[src/rtl/ex_wb_if.sv]
// ID/EX -> EX/WB stage bundle: operands and controls in, registered write-back and Stall out.
interface ex_wb_if;
  logic [1:0] opcodeIn;
  logic [7:0] ReadDataIn;
  logic [7:0] ImmediateDataIn;
  logic [2:0] ReadRegisterIn;
  logic [2:0] WriteRegisterIn;
  logic       WriteSignalIn;
  logic [7:0] ResultOut;
  logic [2:0] WriteRegisterOut;
  logic       WriteSignalOut;
  logic       Stall;

  modport master (
    output opcodeIn, ReadDataIn, ImmediateDataIn, ReadRegisterIn, WriteRegisterIn, WriteSignalIn,
    input  ResultOut, WriteRegisterOut, WriteSignalOut, Stall
  );

  modport slave (
    input  opcodeIn, ReadDataIn, ImmediateDataIn, ReadRegisterIn, WriteRegisterIn, WriteSignalIn,
    output ResultOut, WriteRegisterOut, WriteSignalOut, Stall
  );
endinterface

[src/rtl/ex_wb.sv]
// EX/WB stage: single-cycle ADD/MOVI/XOR, multi-cycle SHL (one bit per edge) with upstream Stall.
// Define EX_FORWARD_EN to forward the registered result back into operand A.
module ex_wb (
  input logic   clk,
  input logic   Reset,
  ex_wb_if.slave bus
);
  localparam logic [1:0] OpAdd  = 2'b00;
  localparam logic [1:0] OpMovi = 2'b01;
  localparam logic [1:0] OpXor  = 2'b10;
  localparam logic [1:0] OpShl  = 2'b11;

  typedef enum logic {StIdle, StShift} state_e;

  state_e     r_state, w_state_next;
  logic [7:0] r_result, r_shift;
  logic [2:0] r_wr_reg, r_count, r_cap_reg;
  logic       r_wr_en, r_cap_en;
  logic [7:0] w_a, w_alu, w_shift_next;
  logic [2:0] w_n;
  logic       w_shl_start, w_stall;

  assign w_n          = bus.ImmediateDataIn[2:0];
  assign w_shift_next = {r_shift[6:0], 1'b0};

`ifdef EX_FORWARD_EN
  assign w_a = (r_wr_en && (r_wr_reg == bus.ReadRegisterIn)) ? r_result : bus.ReadDataIn;
`else
  assign w_a = bus.ReadDataIn;
`endif

  always_comb begin
    w_alu = w_a;
    unique case (bus.opcodeIn)
      OpAdd:   w_alu = w_a + bus.ImmediateDataIn;
      OpMovi:  w_alu = bus.ImmediateDataIn;
      OpXor:   w_alu = w_a ^ bus.ImmediateDataIn;
      OpShl:   w_alu = w_a;  // only reached with N = 0
      default: w_alu = w_a;
    endcase
  end

  always_comb begin
    w_state_next = r_state;
    w_shl_start  = 1'b0;
    w_stall      = 1'b0;
    unique case (r_state)
      StIdle: begin
        if (bus.opcodeIn == OpShl && w_n != 3'd0) begin
          w_shl_start  = 1'b1;
          w_stall      = 1'b1;
          w_state_next = StShift;
        end
      end
      StShift: begin
        w_stall = (r_count > 3'd1);
        if (r_count == 3'd1) w_state_next = StIdle;
      end
      default: w_state_next = StIdle;
    endcase
  end

  always_ff @(posedge clk) begin
    if (Reset) begin
      r_state   <= StIdle;
      r_result  <= 8'h00;
      r_wr_reg  <= 3'd0;
      r_wr_en   <= 1'b0;
      r_shift   <= 8'h00;
      r_count   <= 3'd0;
      r_cap_reg <= 3'd0;
      r_cap_en  <= 1'b0;
    end else begin
      r_state <= w_state_next;
      unique case (r_state)
        StIdle: begin
          if (w_shl_start) begin
            r_shift   <= w_a;
            r_count   <= w_n;
            r_cap_reg <= bus.WriteRegisterIn;
            r_cap_en  <= bus.WriteSignalIn;
            r_wr_en   <= 1'b0;
          end else begin
            r_result <= w_alu;
            r_wr_reg <= bus.WriteRegisterIn;
            r_wr_en  <= bus.WriteSignalIn;
          end
        end
        StShift: begin
          r_shift <= w_shift_next;
          r_count <= r_count - 3'd1;
          if (r_count == 3'd1) begin
            r_result <= w_shift_next;
            r_wr_reg <= r_cap_reg;
            r_wr_en  <= r_cap_en;
          end else begin
            r_wr_en <= 1'b0;
          end
        end
        default: r_wr_en <= 1'b0;
      endcase
    end
  end

  assign bus.ResultOut        = r_result;
  assign bus.WriteRegisterOut = r_wr_reg;
  assign bus.WriteSignalOut   = r_wr_en;
  assign bus.Stall            = w_stall & ~Reset;
endmodule

[src/flat_wrapper.sv]
// flat-port wrapper written by rule: the top's interface ports become plain ports
module ex_wb_flat 
  (clk, Reset, bus_opcodeIn, bus_ReadDataIn, bus_ImmediateDataIn, bus_ReadRegisterIn, bus_WriteRegisterIn, bus_WriteSignalIn, bus_ResultOut, bus_WriteRegisterOut, bus_WriteSignalOut, bus_Stall);
  ex_wb_if bus_i ();
  input logic clk;
  input logic Reset;
  input wire logic [$bits(bus_i.opcodeIn)-1:0] bus_opcodeIn;
  input wire logic [$bits(bus_i.ReadDataIn)-1:0] bus_ReadDataIn;
  input wire logic [$bits(bus_i.ImmediateDataIn)-1:0] bus_ImmediateDataIn;
  input wire logic [$bits(bus_i.ReadRegisterIn)-1:0] bus_ReadRegisterIn;
  input wire logic [$bits(bus_i.WriteRegisterIn)-1:0] bus_WriteRegisterIn;
  input wire logic [$bits(bus_i.WriteSignalIn)-1:0] bus_WriteSignalIn;
  output wire logic [$bits(bus_i.ResultOut)-1:0] bus_ResultOut;
  output wire logic [$bits(bus_i.WriteRegisterOut)-1:0] bus_WriteRegisterOut;
  output wire logic [$bits(bus_i.WriteSignalOut)-1:0] bus_WriteSignalOut;
  output wire logic [$bits(bus_i.Stall)-1:0] bus_Stall;
  assign bus_i.opcodeIn = bus_opcodeIn;
  assign bus_i.ReadDataIn = bus_ReadDataIn;
  assign bus_i.ImmediateDataIn = bus_ImmediateDataIn;
  assign bus_i.ReadRegisterIn = bus_ReadRegisterIn;
  assign bus_i.WriteRegisterIn = bus_WriteRegisterIn;
  assign bus_i.WriteSignalIn = bus_WriteSignalIn;
  assign bus_ResultOut = bus_i.ResultOut;
  assign bus_WriteRegisterOut = bus_i.WriteRegisterOut;
  assign bus_WriteSignalOut = bus_i.WriteSignalOut;
  assign bus_Stall = bus_i.Stall;
  ex_wb u_core (.clk(clk), .Reset(Reset), .bus(bus_i));
endmodule
[config.mk]
export PLATFORM = sky130hd
export DESIGN_NAME = ex_wb_flat
export DESIGN_NICKNAME = d
export VERILOG_FILES = /design/src/rtl/ex_wb_if.sv /design/src/rtl/ex_wb.sv /design/src/flat_wrapper.sv
export SDC_FILE = /design/constraint.sdc
export NUM_CORES = 1
export LEC_CHECK = 0
export CORE_ASPECT_RATIO = 1.25
export CORE_UTILIZATION = 46
export DETAILED_ROUTE_END_ITERATION = 8
export PLACE_DENSITY = 0.76
export REMOVE_ABC_BUFFERS = 1
export SYNTH_ARGS = -nofsm -noshare
export SYNTH_HDL_FRONTEND = slang
export SYNTH_SLANG_ARGS = --single-unit
[constraint.sdc]
create_clock -name clk -period 2.4 [get_ports clk]
set_clock_uncertainty 0.1 [all_clocks]
set_input_delay 0.72 -clock clk [delete_from_list [all_inputs] [get_ports clk]]
set_output_delay 0.72 -clock clk [all_outputs]
set_load 0.02 [all_outputs]
==> reports/results.tsv <==
metric	value	unit
outcome	finished with violations	
failing checks	design-rule violations	
CP max stage delay	0.39	ns
synthesis-to-layout area growth	42.83	%
Rows	24	
Clock Path Buffers	2	
Antenna Cells	0	
Seq pwr share	41.4	%
vias per cell	5.840	
CTS tree	done	
Primary FF master, synth	dfxtp_1	
Worst Reg-to-Reg Cells	14	
Seq/Total Area, Yosys	31.46	%
total track usage	26.65	%
CP startpoint kind	primary input	
die area	3985	µm²
Comb pwr share	37.1	%
FF-to-FF End	u_core.bus.ResultOut[5]	
Yosys Warn Count	0	
WHS Path Cells	2	
nets@finish	318	
reg2reg start	u_core.r_count[1]	
Worst Hold End	u_core.r_count[2]	
starting density of the core	48.48	%
GPL Wtd Cong	0.8219	
largest net degree at the start of global routing	30	
total wire length	4985	µm
clk sink count	27	
Ports	40	
grt total ovfl	0	
post-route ant nets	0	
Via Count	1863	
GRT met2 Usage	48.54	%
met3 usage	2.037	%
RSZ-0062 raised after global routing	true	
crit path DAT	1.58	ns
worst slew pin tran	0.4568	ns
ys async rst share	0	%
final hold vios	0	
Final Max Slew Viols	0	
# H-tree levels	1	
post-route setup TNS	0	ns
Switching Power	391.7	µW
crit path kind	in2out	
hold-fix buffers at CTS	0	
Avg Inst Size Synth	8.103	µm²
crit path max fanout	2	
Filler cells	296	
Chip Width	56.66	µm
most frequent cell after synthesis	dfxtp_1	
Post-Synthesis Cell Area	1718	µm²
minimum clock period	2.400	ns
Post-synth EDFFs	0	
layout cells sized above 1	23.57	%
Worst Hold Launch	u_core.r_count[2]	
Clock Tree Root	clkbuf_8	
drt initial violations	103	
busiest grt layer	met2	
die height	70.33	µm
fmax	416.7	MHz
Cell Chain, Critical Path	buf_6 > o311a_4 > o21ai_4 > a311oi_2 > buf_4	
Worst path slowest cell	o311a_4	
Layout Cells excl Fill	319	
Yosys reg bits	27	
global-route wire length before repair	8335	µm
power per cell area	500.3	nW/µm²
clock buffers created by TritonCTS	3	
Synth top cells by count	27 x dfxtp_1, 25 x nor2_1, 23 x a21oi_1, 23 x nand2_1	
Tcrit/Tclk final	99.98	%
Final Setup Violations	0	
Synth area leaders	dfxtp_1 31%, mux2i_1 7.6%, a21oi_1 6.7%	
flop-to-flop setup slack	0.22	ns
vias in the first global route	1844	
post-synth top area share	31.46	%
Post-Place Cells	309	
DP Area	2335	µm²
switching share of power	31.91	%
Clock power frac	21.5	%
Multi-input gate area	1136	µm²
Pwr Total	1.228	mW
Yosys top cell by area	dfxtp_1	
Initial DRT Pass Iterations	7	
clk slew on worst S/H paths	0.09	ns
FF/Latch Area	541.8	µm²
leak pwr	0.9987	nW
WL per Instance	15.63	µm
Syn Inst Count	212	
design area	2454	µm²
maximum vdd drop	349.3	µV
Hold WS	0.3895	ns
Max-slew headroom	69.54	%
Worst-Skew Late Latency	0.28	ns
Hold Crit Class	reg2reg	
max-cap viol count	0	
initial antenna violation count	0	
DRC viols	6	
Global Route met1 Usage	31.92	%
Core ar.	3543	µm²
Detailed Place HPWL	3471	µm
cell internal pwr	835.9	µW
required time of the critical path	1.58	ns
max FFs per register	8	
IO Port Bufs	36	
number of library cell types mapped by synthesis	39	
crit end category	primary output	
-- cells by family after synthesis --
group	share of synthesized area (%)
XOR/XNOR	2.550
AO/OA/AOI/OAI	28.33
AND/OR/NAND/NOR	16.10
adder cells (fa/ha/maj)	7.720
multiplexers	8.885
flip-flops	31.46
buffers and inverters	4.952
-- worst max-delay path by stage --
| stage | start | end |
|---|---|---|
| 4_1_cts | bus_ReadDataIn[2] | u_core.bus.ResultOut[4] |
| 6_report | bus_ImmediateDataIn[2] | bus_Stall |
| 5_1_grt | u_core.r_count[1] | bus_Stall |
| 2_1_floorplan | bus_ImmediateDataIn[1] | bus_Stall |
| 3_5_place_dp | bus_opcodeIn[0] | bus_Stall |
| 3_3_place_gp | bus_opcodeIn[0] | bus_Stall |
-- worst max-delay path: cells and delay by family --
family	cells	cell delay [ns]
compound gates	3	0.59
buf+inv	2	0.27
-- through the flow --
stage	worst slack [ns]	util, %
floorplan	-0.1758	-
global placement	-0.8552	65.89
detailed placement	-0.8512	65.89
CTS	0.0004707	68.22
global route	-0.02810	69.24
finish	0.0003614	69.24
-- timing repair --
item,CTS,global route
buffers inserted,6,0
setup endpoints to repair,8,2
gates resized for setup,34,6
pin swaps,6,3
-- layout make-up --
type                       instances  area share, %
sequential                        27          22.08
multi-input combinational        165          46.30
inverter                           6         0.9179
clock inverter                     1         0.2040
tap                               39          1.989
timing repair buffer              78          26.82
clock buffer                       3          1.683
-- cell usage in the layout (no fill, tap or decap), types with 2 or more instances in the layout --
cell / count
dfxtp_1: 26
o22ai_1: 2
a22oi_1: 5
o211ai_1: 5
nand2_1: 23
or4_1: 2
clkbuf_8: 3
mux2i_1: 13
nor2b_1: 2
inv_1: 6
nor3_1: 2
xor2_1: 2
a211oi_1: 12
nand2b_1: 2
nor3b_1: 2
ha_1: 7
nor2_1: 25
buf_2: 3
buf_6: 2
dlygate4sd2_1: 2
a221oi_1: 3
clkdlybuf4s50_1: 28
buf_4: 43
o21ai_0: 10
a21oi_1: 23
xnor2_1: 3
mux2_2: 2
-- layer usage --
layer  part of all wire (%)  up-vias
met2                     52       52
met3                    4.0        6
met4                    1.3        0
met5                      0        -
met1                     43      893
li1                       -      912
-- power by group through the flow --
stage / registers [mW] / clock network [mW] / logic, mW
global route: 0.512 / 0.285 / 0.496
detailed placement: 0.517 / 0 / 0.425
finish: 0.508 / 0.264 / 0.455
CTS: 0.507 / 0.264 / 0.443
global placement: 0.516 / 0 / 0.416
floorplan: 0.547 / 0 / 0.176
Note: power is estimated with default switching activity, not from simulation.
